[config.mk]
export PLATFORM = sky130hd
export DESIGN_NAME = fetch_decoder
export DESIGN_NICKNAME = d
export VERILOG_FILES = /design/src/rtl/fetch_decoder.sv
export SDC_FILE = /design/constraint.sdc
export NUM_CORES = 1
export LEC_CHECK = 0
export ABC_AREA = 1
export BUFFER_PORTS_ARGS = -buffer_cell sky130_fd_sc_hd__buf_4
export CORE_ASPECT_RATIO = 0.7
export CORE_MARGIN = 2
export CORE_UTILIZATION = 30
export DETAILED_ROUTE_END_ITERATION = 10
export HOLD_SLACK_MARGIN = 0.03
export REMOVE_ABC_BUFFERS = 1
export SLEW_MARGIN = 10
export SYNTH_ARGS = -nofsm -noshare
export SYNTH_HDL_FRONTEND = slang
export SYNTH_SLANG_ARGS = --single-unit
[constraint.sdc]
create_clock -name clk_in -period 6 [get_ports clk_in]
set_input_delay 1.2 -clock clk_in [delete_from_list [all_inputs] [get_ports clk_in]]
set_output_delay 1.2 -clock clk_in [all_outputs]
set_load 0.005 [all_outputs]
[src/rtl/fetch_decoder.sv]
// fetch_decoder: single-issue RV32I fetch and decode front end feeding the FP op
// queue. Holds one decoded 55-bit bundle in an output slot, follows JAL
// directly, parks behind JALR until its target resolves, and drops the response
// of any fetch that was in flight when a redirect arrived.
module fetch_decoder #(
    parameter logic [31:0] RESET_PC = 32'h0
) (
    input  logic        clk_in,
    input  logic        rst_in,
    input  logic        rdy_in,
    output logic        mem_req_out,
    output logic [31:0] mem_addr_out,
    input  logic        mem_valid_in,
    input  logic [31:0] mem_inst_in,
    input  logic        full_in,
    output logic [4:0]  op_out,
    output logic [4:0]  rd_out,
    output logic [4:0]  rs1_out,
    output logic [4:0]  rs2_out,
    output logic [31:0] imm_out,
    output logic        branch_out,
    output logic        ls_out,
    output logic        use_imm_out,
    output logic [31:0] jalr_pc_out,
    input  logic        jalr_done_in,
    input  logic [31:0] jalr_target_in,
    input  logic        redirect_valid_in,
    input  logic [31:0] redirect_pc_in
);

    // Queue op codes; 0 is the NOP bundle.
    localparam logic [4:0] OP_NOP  = 5'd0;
    localparam logic [4:0] OP_ADD  = 5'd1;
    localparam logic [4:0] OP_SUB  = 5'd2;
    localparam logic [4:0] OP_SLL  = 5'd3;
    localparam logic [4:0] OP_SLT  = 5'd4;
    localparam logic [4:0] OP_SLTU = 5'd5;
    localparam logic [4:0] OP_XOR  = 5'd6;
    localparam logic [4:0] OP_SRL  = 5'd7;
    localparam logic [4:0] OP_SRA  = 5'd8;
    localparam logic [4:0] OP_OR   = 5'd9;
    localparam logic [4:0] OP_AND  = 5'd10;
    localparam logic [4:0] OP_LUI  = 5'd11;
    localparam logic [4:0] OP_JAL  = 5'd12;
    localparam logic [4:0] OP_JALR = 5'd13;
    localparam logic [4:0] OP_BEQ  = 5'd14;
    localparam logic [4:0] OP_BNE  = 5'd15;
    localparam logic [4:0] OP_BLT  = 5'd16;
    localparam logic [4:0] OP_BGE  = 5'd17;
    localparam logic [4:0] OP_BLTU = 5'd18;
    localparam logic [4:0] OP_BGEU = 5'd19;
    localparam logic [4:0] OP_LB   = 5'd20;
    localparam logic [4:0] OP_LH   = 5'd21;
    localparam logic [4:0] OP_LW   = 5'd22;
    localparam logic [4:0] OP_LBU  = 5'd23;
    localparam logic [4:0] OP_LHU  = 5'd24;
    localparam logic [4:0] OP_SB   = 5'd25;
    localparam logic [4:0] OP_SH   = 5'd26;
    localparam logic [4:0] OP_SW   = 5'd27;

    typedef enum logic [1:0] {
        FETCH     = 2'd0,
        WAIT_MEM  = 2'd1,
        WAIT_JALR = 2'd2
    } state_t;

    state_t      state;
    logic [31:0] pc;
    logic [31:0] jalr_pc;
    logic        drop;

    // Output slot: one decoded bundle plus its valid bit
    logic        vld_p1;
    logic [4:0]  op_p1, rd_p1, rs1_p1, rs2_p1;
    logic [31:0] imm_p1;
    logic        branch_p1, ls_p1, use_imm_p1;

    // Decoder result for the word on mem_inst_in
    logic [4:0]  dec_op_p0, dec_rd_p0, dec_rs1_p0, dec_rs2_p0;
    logic [31:0] dec_imm_p0;
    logic        dec_branch_p0, dec_ls_p0, dec_use_imm_p0;
    logic        dec_jal_p0, dec_jalr_p0, dec_nop_p0;

    logic [31:0] inst;
    logic [6:0]  opc, f7;
    logic [2:0]  f3;
    logic [31:0] imm_i, imm_s, imm_b, imm_u, imm_j;

    logic        consume;
    logic        issue;
    logic        load;
    logic        outstanding;

    assign inst  = mem_inst_in;
    assign opc   = inst[6:0];
    assign f3    = inst[14:12];
    assign f7    = inst[31:25];
    assign imm_i = {{20{inst[31]}}, inst[31:20]};
    assign imm_s = {{20{inst[31]}}, inst[31:25], inst[11:7]};
    assign imm_b = {{19{inst[31]}}, inst[31], inst[7], inst[30:25], inst[11:8], 1'b0};
    assign imm_u = {inst[31:12], 12'b0};
    assign imm_j = {{11{inst[31]}}, inst[31], inst[19:12], inst[20], inst[30:21], 1'b0};

    // The bundle leaves only on an enabled, non-full edge; a new fetch may
    // overlap that edge. Reset holds the request low.
    assign consume     = vld_p1 && !full_in && rdy_in;
    assign issue       = (state == FETCH) && !drop && (!vld_p1 || !full_in) && !rst_in;
    assign load        = (state == WAIT_MEM) && mem_valid_in;
    assign outstanding = ((state == WAIT_MEM) && !mem_valid_in) || issue
                         || (drop && !mem_valid_in);

    assign mem_req_out  = issue || (state == WAIT_MEM);
    assign mem_addr_out = mem_req_out ? {pc[31:2], 2'b00} : 32'h0;
    assign jalr_pc_out  = (state == WAIT_JALR) ? jalr_pc : 32'h0;

    assign op_out      = vld_p1 ? op_p1      : 5'h0;
    assign rd_out      = vld_p1 ? rd_p1      : 5'h0;
    assign rs1_out     = vld_p1 ? rs1_p1     : 5'h0;
    assign rs2_out     = vld_p1 ? rs2_p1     : 5'h0;
    assign imm_out     = vld_p1 ? imm_p1     : 32'h0;
    assign branch_out  = vld_p1 && branch_p1;
    assign ls_out      = vld_p1 && ls_p1;
    assign use_imm_out = vld_p1 && use_imm_p1;

    // Decode one RV32I word into the queue bundle; anything unsupported is a NOP
    always_comb begin
        dec_op_p0      = OP_NOP;
        dec_rd_p0      = inst[11:7];
        dec_rs1_p0     = inst[19:15];
        dec_rs2_p0     = 5'h0;
        dec_imm_p0     = 32'h0;
        dec_branch_p0  = 1'b0;
        dec_ls_p0      = 1'b0;
        dec_use_imm_p0 = 1'b0;
        dec_jal_p0     = 1'b0;
        dec_jalr_p0    = 1'b0;
        dec_nop_p0     = 1'b0;
        case (opc)
            7'b0110011: begin
                dec_rs2_p0 = inst[24:20];
                if (f7 == 7'b0000000 || (f7 == 7'b0100000 && (f3 == 3'b000 || f3 == 3'b101))) begin
                    case (f3)
                        3'b000:  dec_op_p0 = f7[5] ? OP_SUB : OP_ADD;
                        3'b001:  dec_op_p0 = OP_SLL;
                        3'b010:  dec_op_p0 = OP_SLT;
                        3'b011:  dec_op_p0 = OP_SLTU;
                        3'b100:  dec_op_p0 = OP_XOR;
                        3'b101:  dec_op_p0 = f7[5] ? OP_SRA : OP_SRL;
                        3'b110:  dec_op_p0 = OP_OR;
                        default: dec_op_p0 = OP_AND;
                    endcase
                end else begin
                    dec_nop_p0 = 1'b1;
                end
            end
            7'b0010011: begin
                dec_use_imm_p0 = 1'b1;
                dec_imm_p0     = imm_i;
                case (f3)
                    3'b000:  dec_op_p0 = OP_ADD;
                    3'b010:  dec_op_p0 = OP_SLT;
                    3'b011:  dec_op_p0 = OP_SLTU;
                    3'b100:  dec_op_p0 = OP_XOR;
                    3'b110:  dec_op_p0 = OP_OR;
                    3'b111:  dec_op_p0 = OP_AND;
                    3'b001: begin
                        dec_op_p0  = OP_SLL;
                        dec_imm_p0 = {27'b0, inst[24:20]};
                        dec_nop_p0 = (f7 != 7'b0000000);
                    end
                    default: begin
                        dec_op_p0  = f7[5] ? OP_SRA : OP_SRL;
                        dec_imm_p0 = {27'b0, inst[24:20]};
                        dec_nop_p0 = (f7 != 7'b0000000) && (f7 != 7'b0100000);
                    end
                endcase
            end
            7'b0110111: begin
                dec_op_p0  = OP_LUI;
                dec_rs1_p0 = 5'h0;
                dec_imm_p0 = imm_u;
            end
            7'b0010111: begin
                // AUIPC becomes a LUI of the already-added value
                dec_op_p0  = OP_LUI;
                dec_rs1_p0 = 5'h0;
                dec_imm_p0 = pc + imm_u;
            end
            7'b1101111: begin
                dec_op_p0  = OP_JAL;
                dec_rs1_p0 = 5'h0;
                dec_imm_p0 = pc + 32'd4;
                dec_jal_p0 = 1'b1;
            end
            7'b1100111: begin
                dec_op_p0   = OP_JALR;
                dec_imm_p0  = imm_i;
                dec_jalr_p0 = 1'b1;
                dec_nop_p0  = (f3 != 3'b000);
            end
            7'b1100011: begin
                dec_rd_p0     = 5'h0;
                dec_rs2_p0    = inst[24:20];
                dec_branch_p0 = 1'b1;
                dec_imm_p0    = pc + imm_b;
                case (f3)
                    3'b000:  dec_op_p0 = OP_BEQ;
                    3'b001:  dec_op_p0 = OP_BNE;
                    3'b100:  dec_op_p0 = OP_BLT;
                    3'b101:  dec_op_p0 = OP_BGE;
                    3'b110:  dec_op_p0 = OP_BLTU;
                    3'b111:  dec_op_p0 = OP_BGEU;
                    default: dec_nop_p0 = 1'b1;
                endcase
            end
            7'b0000011: begin
                dec_ls_p0  = 1'b1;
                dec_imm_p0 = imm_i;
                case (f3)
                    3'b000:  dec_op_p0 = OP_LB;
                    3'b001:  dec_op_p0 = OP_LH;
                    3'b010:  dec_op_p0 = OP_LW;
                    3'b100:  dec_op_p0 = OP_LBU;
                    3'b101:  dec_op_p0 = OP_LHU;
                    default: dec_nop_p0 = 1'b1;
                endcase
            end
            7'b0100011: begin
                dec_rd_p0  = 5'h0;
                dec_rs2_p0 = inst[24:20];
                dec_ls_p0  = 1'b1;
                dec_imm_p0 = imm_s;
                case (f3)
                    3'b000:  dec_op_p0 = OP_SB;
                    3'b001:  dec_op_p0 = OP_SH;
                    3'b010:  dec_op_p0 = OP_SW;
                    default: dec_nop_p0 = 1'b1;
                endcase
            end
            default: dec_nop_p0 = 1'b1;
        endcase
        if (dec_nop_p0) begin
            dec_op_p0      = OP_NOP;
            dec_rd_p0      = 5'h0;
            dec_rs1_p0     = 5'h0;
            dec_rs2_p0     = 5'h0;
            dec_imm_p0     = 32'h0;
            dec_branch_p0  = 1'b0;
            dec_ls_p0      = 1'b0;
            dec_use_imm_p0 = 1'b0;
            dec_jal_p0     = 1'b0;
            dec_jalr_p0    = 1'b0;
        end
    end

    // ---- p0 -> p1: capture the decoded bundle into the slot (data, no reset)
    always_ff @(posedge clk_in) begin
        if (rdy_in && !redirect_valid_in && load) begin
            op_p1      <= dec_op_p0;
            rd_p1      <= dec_rd_p0;
            rs1_p1     <= dec_rs1_p0;
            rs2_p1     <= dec_rs2_p0;
            imm_p1     <= dec_imm_p0;
            branch_p1  <= dec_branch_p0;
            ls_p1      <= dec_ls_p0;
            use_imm_p1 <= dec_use_imm_p0;
        end
    end

    // Fetch FSM, pc, drop flag and slot valid; redirect overrides everything
    always_ff @(posedge clk_in or posedge rst_in) begin
        if (rst_in) begin
            state   <= FETCH;
            pc      <= RESET_PC;
            jalr_pc <= 32'h0;
            drop    <= 1'b0;
            vld_p1  <= 1'b0;
        end else if (rdy_in) begin
            if (redirect_valid_in) begin
                state  <= FETCH;
                pc     <= redirect_pc_in;
                vld_p1 <= 1'b0;
                drop   <= outstanding;
            end else begin
                if (consume)
                    vld_p1 <= 1'b0;
                if (drop && mem_valid_in)
                    drop <= 1'b0;
                case (state)
                    FETCH: begin
                        if (issue)
                            state <= WAIT_MEM;
                    end
                    WAIT_MEM: begin
                        if (mem_valid_in) begin
                            vld_p1 <= 1'b1;
                            if (dec_jal_p0) begin
                                pc    <= pc + imm_j;
                                state <= FETCH;
                            end else if (dec_jalr_p0) begin
                                pc      <= pc + 32'd4;
                                jalr_pc <= pc;
                                state   <= WAIT_JALR;
                            end else begin
                                pc    <= pc + 32'd4;
                                state <= FETCH;
                            end
                        end
                    end
                    WAIT_JALR: begin
                        if (jalr_done_in) begin
                            pc    <= jalr_target_in & ~32'h1;
                            state <= FETCH;
                        end
                    end
                    default: state <= FETCH;
                endcase
            end
        end
    end

endmodule
# --- Word-level counts from Yosys, hierarchy flattened ---
# Index checks and enable logic that the tools add are counted.
classes:
  n_addsub: 4
  n_mul: 0
  div: 0
  n_lt_le_gt_ge: 0
  eq_ne: 23
  shift: 0
  n_mux: 49
  n_bitwise: 3
  n_reduce_logical: 51
op_table:
  columns: ["op", "count"]
  rows:
  - ["32-bit two-way mux", 8]
  - ["32-bit one-hot mux with 7 select lines", 1]
  - ["32-bit adder", 3]
  - ["32-bit one-hot mux with 2 select lines", 1]
  - ["4-bit one-hot mux with 7 select lines", 2]
  - ["5-bit one-hot mux with 8 select lines", 1]
  - ["32-bit by 3-bit adder with 32-bit output (second input constant)", 1]
  - ["5-bit one-hot mux with 6 select lines", 1]
  - ["7-bit by 6-bit equality test with 1-bit output (second input constant)", 4]
  - ["5-bit one-hot mux with 5 select lines", 1]
  - ["7-bit equality test (second input constant)", 3]
  - ["5-bit two-way mux", 4]
  - ["1-bit two-way mux", 17]
  - ["1-bit logical AND", 16]
  - ["5-bit one-hot mux with 3 select lines", 1]
  - ["7-bit by 5-bit equality test with 1-bit output (second input constant)", 2]
  - ["2-bit two-way mux", 7]
  - ["3-bit equality test (second input constant)", 4]
  - ["3-bit OR reduction", 4]
  - ["6-bit OR reduction", 2]
  - ["3-bit inequality test (second input constant)", 3]
  - ["4-bit two-way mux", 2]
  - ["4-bit AND reduction", 2]
  - ["2-bit OR reduction", 4]
  - ["other kinds (22)", 36]
word_totals:
  regBits: 123
  latch_bits: 0
  ramBits: 0
  rom_bits: 0
  out_inout_bits: 120
  elab_cells: 143
  n_memories: 0

# --- Logic depth before layout (Yosys ltp) ---
# Gate-level depths: netlist of the first run.
depth:
  depth_word: 12
  mapped_depth: 17

# --- Least setup slack after synthesis of the first run ---
# Ideal clock, no wire load.
synth_path:
  path_type: "input to register"
  startpoint: "in redirect_valid_in"
  endpoint: "reg branch_p1 (enable)"
  t_arrival_ps: 5228
  t_required_ps: 5462
  slack_ps: 234
  cell_stages: 2
  n_path_buf: 1
  cell_sequence: "clkbuf_1 nor3_1"
synth_between:
  elab_chain_len: 3
synth_rtl:
  columns: ["element", "line_no", "source"]
  rows:
  - ["from (decl)", "27", "input logic redirect_valid_in,"]
  - ["1-bit logical NOT", "258", "if (rdy_in && !redirect_valid_in && load) begin"]
  - ["1-bit logical AND (2 in series)", "258", null]
  - ["to (signal assigned)", "264", "branch_p1 <= dec_branch_p0;"]
  - ["to (decl)", "76", "logic branch_p1, ls_p1, use_imm_p1;"]
# No other way between the ends.
# A chain may end at the register's enable or synchronous reset.

# --- Final worst setup path of the first run ---
layout_path:
  startpoint: "in full_in"
  endpoint: "out mem_addr_out[5]"
layout_between:
  elab_chain_len: 6
layout_rtl:
  columns: ["element", "line_no", "source"]
  rows:
  - ["from (decl)", "15", "input logic full_in,"]
  - ["1-bit logical NOT", "107", "assign issue = (state == FETCH) && !drop && (!vld_p1 || !full_in) && !rst_in;"]
  - ["1-bit logical OR", "107", null]
  - ["1-bit logical AND (2 in series)", "107", null]
  - ["1-bit logical OR", "112", "assign mem_req_out = issue || (state == WAIT_MEM);"]
  - ["32-bit two-way mux", "113", "assign mem_addr_out = mem_req_out ? {pc[31:2], 2'b00} : 32'h0;"]
  - ["to (decl)", "12", "output logic [31:0] mem_addr_out,"]
# No other way between the ends.

==> run summary, run 1 <==
LEAKAGE -> 8.03 nW
CTS clk-pin slew, worst paths -> 0.06 ns
buffer depth of the longest clock path -> 2
I/O Buffers -> 219
Hold Path Stages -> 2
Post-DP HPWL -> 47800 um
RSZ-0062 raised after global routing -> no
hold crit path type -> register to register
CTS root buffer -> clkbuf_16
cell-internal power -> 2.37 mW
max cap viols -> 0
Post-synth top cells -> 573 x nand2_1, 323 x inv_1, 293 x nor2_1, 160 x a21oi_1, 155 x nand3_1
Die Wd -> 251 um
critical path data arrival time -> 2.85 ns
DR vias/cell -> 5.17
CTS tree -> built
core area -> 42200 um2
GRT Total Usage -> 26.7%
required time worst endpoint -> 4.80 ns
Power Density -> 309 nW/um2
Final ANT Viol Nets -> 0
Area growth, synth to finish -> 21.6%
Core Rows -> 63
CP startpoint kind -> input port
average cell area after synthesis -> 6.08 um2
Top FF cell, synth -> dfrtp_1
relative max-transition margin -> 25.4%
CTS resizes -> 0
die height -> 177 um
Crit Path Class -> input port to output port
Worst Path Buf+Inv -> 3
Setup Buffers After CTS -> 0
htree depth -> 4
final slew viol count -> 0
Worst R2R Start -> pc[15]$_DFFE_PP0P_
Worst-Skew Late Latency -> 0.47 ns
TritonCTS Sinks -> 123
EDFF count, synth -> 55
Comb power frac -> 53.4%
hold path endpoint -> jalr_pc[30]$_DFFE_PP0P_
CP cell instances -> buf_4 > a2111oi_0 > nand2_1 > nand2_1 > inv_1 > nor2_1 > buf_4
Final Core Density -> 36.9%
Reg2Reg Capture Point -> imm_p1[25]$_SDFFCE_PP0P_
Final Skew -> 0.0128 ns
Tightest Pin Transition -> 1.11 ns
die area -> 44300 um2
Nets -> 2458
vias in the first global route -> 13596
CP peak stage delay -> 0.41 ns
io pins -> 223
Setup crit end kind -> output port
sequential share of the synthesized area -> 26.2%
largest net degree at the start of global routing -> 69
family with the most delay on the worst path -> buffers and inverters
slowest CP cell -> inv_1
Clock Power Share -> 23.0%
Synthesis Warnings -> 0
power consumption -> 4.81 mW
period utilisation layout -> 67.6%
flop-to-flop setup slack -> 2.49 ns
initial antenna violation count -> 3
global-route wire length before repair -> 87300 um
Sequential Power Share -> 23.5%
clock buffer count from CTS -> 17
R2R cell count -> 10
# diodes -> 0
Overflow after GRT -> 0
1st-pass router iterations -> 8
post-synth top area share -> 16.8%
final WL -> 59800 um
fraction of layout cells with a size suffix above 1 -> 15.3%
Vias -> 14793
Post-Syn Area -> 12800 um2
post-synthesis register bit count -> 123
Fin. Hold Viols -> 0
CP max FO -> 30
Synth Instances -> 2105
effective utilization at floorplan -> 30.3%
Final setup viols -> 0
# DRC -> 0
HP Start -> jalr_pc[30]$_DFFE_PP0P_
FMAX -> 247 MHz
Distinct cells, synth -> 58
Sw Share -> 50.8%
Hold Buf Count CTS -> 0
worst vdd ir -> 0.229 mV
status -> finished clean
count leader, synth -> nand2_1
WL per Instance -> 20.9 um
initial DRC count -> 1720
Final min period -> 4.05 ns
area leader, netlist -> nand2_1
TNS Setup -> 0 ns
RePlAce Congestion -> 0.972
asr flop ratio synth -> 55.3%
Net Sw Power -> 2.44 mW
Synth area leaders -> nand2_1 17%, dfrtp_1 13%, edfxtp_1 13%, inv_1 9.5%, nor2_1 8.6%
area by class of cell:
cell class,instances,area (um2)
fill,4697,26600
multi-input combinational,1585,7900
sequential,123,3350
timing repair buffer,236,1770
inverter,334,1250
tap,552,691
clock buffer,18,450
clock inverter,14,146
cell families (layout without fill, tap and decap cells):
| logic type | count (synthesis) | after routing | synth area share, % |
|---|---|---|---|
| simple gates | 1134 | 1134 | 37.1 |
| buf+inv | 398 | 602 | 12.2 |
| compound gates | 358 | 358 | 16.4 |
| flops | 123 | 123 | 26.2 |
| fa+ha+maj | 58 | 58 | 5.85 |
| xor+xnor | 33 | 33 | 2.26 |
| other cells | 1 | 2 | 0.0293 |
worst max-delay path by stage:
stage	from	end	slack, ns	cells past startpoint
3_3_place_gp	mem_inst_in[1]	imm_p1[21]$_SDFFCE_PP0P_	1.59	14
3_5_place_dp	mem_inst_in[1]	imm_p1[21]$_SDFFCE_PP0P_	1.58	14
2_1_floorplan	redirect_valid_in	branch_p1$_SDFFCE_PP0P_	0.38	1
6_report	full_in	mem_addr_out[5]	1.95	7
4_1_cts	vld_p1$_DFFE_PP0P_	mem_addr_out[20]	1.93	7
5_1_grt	vld_p1$_DFFE_PP0P_	mem_addr_out[5]	1.71	7
per-layer routing:
metal,GRT usage (%),vias up,wire length (um)
met4,6.69,0,1270
met3,5.03,71,4640
met2,40.9,635,25900
met5,0,-,0
li1,-,7174,-
met1,38.4,6913,28000
per-stage QoR:
| step | std cells | setup slack, ns | hold slack (ns) | instance area, um2 |
|---|---|---|---|---|
| 2_1_floorplan | 2042 | 0.377 | 0.446 | 12500 |
| 5_1_grt | 2862 | 1.71 | 0.509 | 15600 |
| 3_5_place_dp | 2830 | 1.58 | 0.470 | 15000 |
| 4_1_cts | 2862 | 1.93 | 0.486 | 15600 |
| 3_3_place_gp | 2830 | 1.59 | 0.466 | 15000 |
| 6_report | 2862 | 1.95 | 0.484 | 15600 |
tightest hold or removal path, delay by kind of cell (launching register included):
kind             cells  cell delay, ns
AO/OA/AOI/OAI        1            0.05
flip-flops           1            0.34
AND/OR/NAND/NOR      1            0.06
power groups by stage:
stage | Clock (mW) | Sequential (mW) | Combinational [mW]
6_report | 1.11 | 1.13 | 2.57
5_1_grt | 1.16 | 1.14 | 2.84
4_1_cts | 1.13 | 1.13 | 2.52
3_5_place_dp | 0 | 1.15 | 2.51
3_3_place_gp | 0 | 1.14 | 2.51
2_1_floorplan | 0 | 1.07 | 1.60
cell usage in the layout (no fill, tap or decap), drive strengths merged, types with 24 or more instances in the layout:
| cell | instances |
|---|---|
| nand2 | 599 |
| o21ai | 111 |
| buf | 236 |
| edfxtp | 55 |
| ha | 55 |
| xor2 | 24 |
| nand3 | 155 |
| dfrtp | 68 |
| inv | 341 |
| nor2 | 299 |
| a21oi | 161 |
| nor3 | 44 |
registers in the layout (all words and copies together), names as in the netlist:
register    flops
rd_p1           5
branch_p1       1
rs1_p1          5
imm_p1         32
state           2
use_imm_p1      1
jalr_pc        32
rs2_p1          5
ls_p1           1
pc             32
drop            1
op_p1           5
vld_p1          1
Power figures use the tool's default switching activity.
==> run 2: changes to the inputs <==
clock period = 3.4 ns   (was 6 ns; I/O delays follow)
==> run summary, run 2 (synthesis gave the netlist of run 1 again) <==
Net Sw Power -> 4.39 mW (was 2.44 mW)
FMAX -> 329 MHz
Final setup viols -> 0 (unchanged)
CP most frequent cell -> inv_1
flop-to-flop setup slack -> 0.45 ns (was 2.49 ns)
fillcell total -> 4662 (was 4697)
Fin. Hold Viols -> 0 (unchanged)
required time worst endpoint -> 2.72 ns (was 4.80 ns)
CTS clk-pin slew, worst paths -> 0.07 ns (was 0.06 ns)
die height -> 177 um (unchanged)
Largest regs -> imm_p1: 32 flops, jalr_pc: 32 flops, pc: 32 flops (unchanged)
DR vias/cell -> 5.11 (was 5.17)
CTS resizes -> 0 (unchanged)
max cap viols -> 0 (unchanged)
hold crit path type -> input port to asynchronous set/reset pin (was register to register)
1st-pass router iterations -> 5 (was 8)
buffer depth of the longest clock path -> 2 (unchanged)
power consumption -> 8.85 mW (was 4.81 mW)
Final min period -> 3.04 ns
largest net degree at the start of global routing -> 66 (was 69)
core area -> 42200 um2 (unchanged)
Area growth, synth to finish -> 25.9% (was 21.6%)
Final Skew -> 0.0145 ns (was 0.0128 ns)
Vias -> 14954 (was 14793)
status -> finished clean (unchanged)
Sequential Power Share -> 22.0% (was 23.5%)
htree depth -> 4 (unchanged)
area of the multi-input gates -> 7900 um2 (unchanged)
TritonCTS Sinks -> 123 (unchanged)
cell-internal power -> 4.46 mW (was 2.37 mW)
io pins -> 223 (unchanged)
relative max-transition margin -> 35.5% (was 25.4%)
most frequent cells in the layout -> 572 x nand2_1, 322 x inv_1, 295 x buf_4, 293 x nor2_1, 160 x a21oi_1 (was 572 x nand2_1, 322 x inv_1, 293 x nor2_1, 236 x buf_4, 160 x a21oi_1)
Final ANT Viol Nets -> 0 (unchanged)
vias in the first global route -> 13822 (was 13596)
RSZ-0062 raised after global routing -> no (unchanged)
Worst Slack Setup Final -> 0.358 ns (was 1.95 ns)
global-route wire length before repair -> 89200 um (was 87300 um)
# DRC -> 0 (unchanged)
Hold Buf Count CTS -> 0 (unchanged)
final slew viol count -> 0 (unchanged)
CP startpoint kind -> register (was input port)
effective utilization at floorplan -> 30.3% (unchanged)
Clock Power Share -> 22.5% (was 23.0%)
Die Wd -> 251 um (unchanged)
CP max FO -> 30 (unchanged)
Core Rows -> 63 (unchanged)
commonest non-fill, non-tap cell in the layout -> nand2_1 (unchanged)
Tightest Pin Transition -> 0.967 ns (was 1.11 ns)
R2R cell count -> 10 (unchanged)
fraction of layout cells with a size suffix above 1 -> 17.5% (was 15.3%)
Post-DP HPWL -> 49700 um (was 47800 um)
Setup crit end kind -> output port (unchanged)
final WL -> 60700 um (was 59800 um)
pre-CTS WS -> 0.176 ns (was 1.58 ns)
# diodes -> 0 (unchanged)
period utilisation layout -> 89.5%
FF/Latch Area -> 3350 um2 (unchanged)
Overflow after GRT -> 0 (unchanged)
Setup Buffers After CTS -> 0 (unchanged)
GRT Total Usage -> 27.2% (was 26.7%)
WL per Instance -> 20.7 um (was 20.9 um)
Reg2Reg Capture Point -> imm_p1[16]$_SDFFCE_PP0P_ (was imm_p1[25]$_SDFFCE_PP0P_)
CP cell instances -> inv_1 > nor2_1 > inv_1 > nand2_1 > inv_1 > nor2_1 > buf_4 (was buf_4 > a2111oi_0 > nand2_1 > nand2_1 > inv_1 > nor2_1 > buf_4)
Nets -> 2521 (was 2458)
initial antenna violation count -> 0 (was 3)
clock buffer count from CTS -> 17 (unchanged)
worst vdd ir -> 0.375 mV (was 0.229 mV)
Worst-Skew Late Latency -> 0.47 ns (about the same)
die area -> 44300 um2 (unchanged)
CTS root buffer -> clkbuf_16 (unchanged)
critical path data arrival time -> 2.36 ns (was 2.85 ns)
Sw Share -> 49.6% (was 50.8%)
initial DRC count -> 1516 (was 1720)
CTS tree -> built (unchanged)
Crit Path Class -> register to output port (was input port to output port)
CP peak stage delay -> 0.72 ns (was 0.41 ns)
RePlAce Congestion -> 1.01 (was 0.972)
I/O Buffers -> 219 (unchanged)
LEAKAGE -> 8.36 nW (was 8.03 nW)
Comb power frac -> 55.5% (was 53.4%)
Power Density -> 549 nW/um2 (was 309 nW/um2)
slowest CP cell -> inv_1 (unchanged)
Worst R2R Start -> pc[2]$_DFFE_PP0P_ (was pc[15]$_DFFE_PP0P_)
run 2: how the worst max path moves through the flow:
stage / depth (start not counted) / from / endpoint / slack (ns)
after floorplan: 1 / redirect_valid_in / branch_p1$_SDFFCE_PP0P_ / -1.70
after global placement: 11 / mem_inst_in[30] / imm_p1[27]$_SDFFCE_PP0P_ / 0.17
after detailed placement: 12 / mem_inst_in[8] / imm_p1[11]$_SDFFCE_PP0P_ / 0.18
after CTS: 6 / state[0]$_DFFE_PP0P_ / mem_addr_out[24] / 0.32
after global routing: 6 / state[0]$_DFFE_PP0P_ / mem_addr_out[14] / 0.11
final: 7 / state[0]$_DFFE_PP0P_ / mem_addr_out[24] / 0.36
run 2: power groups by stage:
stage / Clock, mW / Sequential, mW / Combinational [mW]
global placement: 0 / 1.97 / 4.80
floorplan: 0 / 1.88 / 2.82
detailed placement: 0 / 1.97 / 4.80
finish: 1.99 / 1.94 / 4.91
global route: 2.08 / 1.95 / 5.42
CTS: 2.02 / 1.94 / 4.83
run 2: through the flow:
| stage | TNS [ns] | area (um2) | cells | utilization [%] | hold slack, ns |
|---|---|---|---|---|---|
| after global routing | 0 | 16100 | 2925 | 38.2 | 0.107 |
| after floorplan | -141.23 | 12500 | 2042 | - | 0.446 |
| after detailed placement | 0 | 15500 | 2893 | 36.7 | 0.471 |
| after global placement | 0 | 15500 | 2893 | 36.7 | 0.464 |
| final | 0 | 16100 | 2925 | 38.2 | 0.100 |
| after CTS | 0 | 16100 | 2925 | 38.2 | 0.0908 |
run 2: layer usage:
| layer | up-vias | global-route usage (%) | wire, um |
|---|---|---|---|
| li1 | 7295 | - | - |
| met1 | 7028 | 39.8 | 28700 |
| met2 | 576 | 40.9 | 26000 |
| met3 | 55 | 5.07 | 4760 |
| met4 | 0 | 6.79 | 1300 |
| met5 | - | 0 | 0 |
run 2: final cells by class:
type,instances,share of cell area [%]
Multi-Input combinational cell,1585,49.0
Sequential cell,123,20.8
Timing Repair Buffer,299,14.2
Inverter,334,7.78
Tap cell,552,4.29
Clock buffer,19,2.95
Clock inverter,13,0.893
run 2: critical path: cells and delay by family, from the launching register on:
family,cells,cell delay (ns)
buffers and inverters,4,1.16
DFF,1,0.39
and+or+nand+nor,3,0.31
==> run 3: changes to the inputs <==
TNS_END_PERCENT = 30   (was default)
clock period = 3.7 ns   (was 3.4 ns; I/O delays follow)
==> run summary, run 3 (synthesis gave the netlist of run 1 again) <==
status -> finished clean (unchanged)
Core Rows -> 63 (unchanged)
Largest regs -> imm_p1: 32 flops, jalr_pc: 32 flops, pc: 32 flops (unchanged)
most frequent cells in the layout -> 572 x nand2_1, 322 x inv_1, 293 x nor2_1, 280 x buf_4, 160 x a21oi_1 (was 572 x nand2_1, 322 x inv_1, 295 x buf_4, 293 x nor2_1, 160 x a21oi_1)
required time worst endpoint -> 2.96 ns (was 2.72 ns)
Final min period -> 3.11 ns
Setup crit end kind -> output port (unchanged)
clock buffer count from CTS -> 17 (unchanged)
pre-CTS WS -> 0.352 ns (was 0.176 ns)
Worst-Skew Late Latency -> 0.46 ns (was 0.47 ns)
Final setup viols -> 0 (unchanged)
Worst Slack Setup Final -> 0.589 ns (was 0.358 ns)
final WL -> 61200 um (was 60700 um)
LEAKAGE -> 8.27 nW (was 8.36 nW)
1st-pass router iterations -> 5 (unchanged)
# DRC -> 0 (unchanged)
CP startpoint kind -> input port (was register)
GRT Total Usage -> 27.3% (was 27.2%)
RePlAce Congestion -> 0.966 (was 1.01)
DR vias/cell -> 5.09 (was 5.11)
Non-Filler Instances -> 2913 (was 2925)
Setup Buffers After CTS -> 0 (unchanged)
Power Density -> 498 nW/um2 (was 549 nW/um2)
Final Skew -> 0.0108 ns (was 0.0145 ns)
Tightest Pin Transition -> 0.962 ns (was 0.967 ns)
Fin. Hold Viols -> 0 (unchanged)
I/O Buffers -> 219 (unchanged)
Die Wd -> 251 um (unchanged)
RSZ-0062 raised after global routing -> no (unchanged)
vias in the first global route -> 13651 (was 13822)
initial DRC count -> 1522 (was 1516)
TritonCTS Sinks -> 123 (unchanged)
fraction of layout cells with a size suffix above 1 -> 17.0% (was 17.5%)
Crit Path Class -> input port to output port (was register to output port)
Final ANT Viol Nets -> 0 (unchanged)
die height -> 177 um (unchanged)
final slew viol count -> 0 (unchanged)
Post-DP HPWL -> 49400 um (was 49700 um)
Area growth, synth to finish -> 24.6% (was 25.9%)
CTS clk-pin slew, worst paths -> 0.07 ns (about the same)
CTS resizes -> 0 (unchanged)
io pins -> 223 (unchanged)
htree depth -> 4 (unchanged)
buffer depth of the longest clock path -> 2 (unchanged)
CTS root buffer -> clkbuf_16 (unchanged)
largest net degree at the start of global routing -> 69 (was 66)
WL per Instance -> 21.0 um (was 20.7 um)
worst vdd ir -> 0.365 mV (was 0.375 mV)
CTS tree -> built (unchanged)
Nets -> 2506 (was 2521)
commonest non-fill, non-tap cell in the layout -> nand2_1 (unchanged)
critical path data arrival time -> 2.37 ns (was 2.36 ns)
Finished Cell Area -> 15900 um2 (was 16100 um2)
CP max FO -> 30 (unchanged)
Vias -> 14814 (was 14954)
Hold Buf Count CTS -> 0 (unchanged)
relative max-transition margin -> 35.9% (was 35.5%)
die area -> 44300 um2 (unchanged)
dpl cells -> 2878 (was 2893)
global-route wire length before repair -> 88800 um (was 89200 um)
Overflow after GRT -> 0 (unchanged)
period utilisation layout -> 84.1%
FMAX -> 321 MHz
core area -> 42200 um2 (unchanged)
hold crit path type -> register to register (was input port to asynchronous set/reset pin)
max cap viols -> 0 (unchanged)
effective utilization at floorplan -> 30.3% (unchanged)
Placed Area -> 15400 um2 (was 15500 um2)
initial antenna violation count -> 1 (was 0)
==> run 3: changes by cell type in the layout (fill, tap and decap cells not counted), sizes merged <==
cell	before	now
buf	299	284
bufinv	1	0
clkbuf	19	18
clkinv	6	11
clkinvlp	1	0
diode	0	3
inv	339	337
==> run 3: worst max-delay path, cell delays in order <==
cell and delay (ns):
buf_4 0.11, a2111oi_0 0.37, nand2_1 0.15, nand2_1 0.16, inv_1 0.41, nor2_1 0.27
buf_4 0.14
==> run 3: final timing paths <==
kind	start	endpoint	slack, ns	cells past startpoint
min in group asynchronous	rst_in	pc[0]$_DFFE_PP0P_	0.57	3
max in group asynchronous	rst_in	pc[25]$_DFFE_PP0P_	2.47	3
min	jalr_pc[28]$_DFFE_PP0P_	jalr_pc[28]$_DFFE_PP0P_	0.48	2
max reg2reg	pc[2]$_DFFE_PP0P_	imm_p1[8]$_SDFFCE_PP0P_	0.62	10
max	full_in	mem_addr_out[6]	0.59	7
min reg2reg	jalr_pc[28]$_DFFE_PP0P_	jalr_pc[28]$_DFFE_PP0P_	0.48	2
==> run 3: through the flow <==
stage	util [%]	power, mW	TNS, ns	hold slack, ns
final	37.8	7.94	0	0.483
after floorplan	-	4.32	-107.81	0.446
after detailed placement	36.5	6.15	0	0.468
after global placement	36.5	6.13	0	0.462
after global routing	37.8	8.44	0	0.492
after CTS	37.8	7.87	0	0.485
==> run 3: per-layer routing <==
layer | part of all wire, % | vias up | track usage [%]
met4 | 2.7 | 2 | 8.38
met5 | 0.15 | - | 1.54
met1 | 47 | 6863 | 39.0
li1 | - | 7272 | -
met2 | 42 | 602 | 40.5
met3 | 7.9 | 75 | 6.03
==> run 3: report_power, final <==
| group | internal (mW) | leakage (nW) | switching [mW] |
|---|---|---|---|
| clock network | 0.910 | 0.284 | 0.793 |
| logic | 1.45 | 6.56 | 2.98 |
| registers | 1.55 | 1.42 | 0.264 |
==> run 3: cell type report <==
| cell class | instances | area, um2 |
|---|---|---|
| Timing Repair Buffer | 284 | 2180 |
| Sequential cell | 123 | 3350 |
| Antenna cell | 3 | 7.51 |
| Clock buffer | 18 | 450 |
| Inverter | 334 | 1250 |
| Multi-Input combinational cell | 1585 | 7900 |
| Clock inverter | 14 | 110 |
| Fill cell | 4635 | 26200 |
| Tap cell | 552 | 691 |
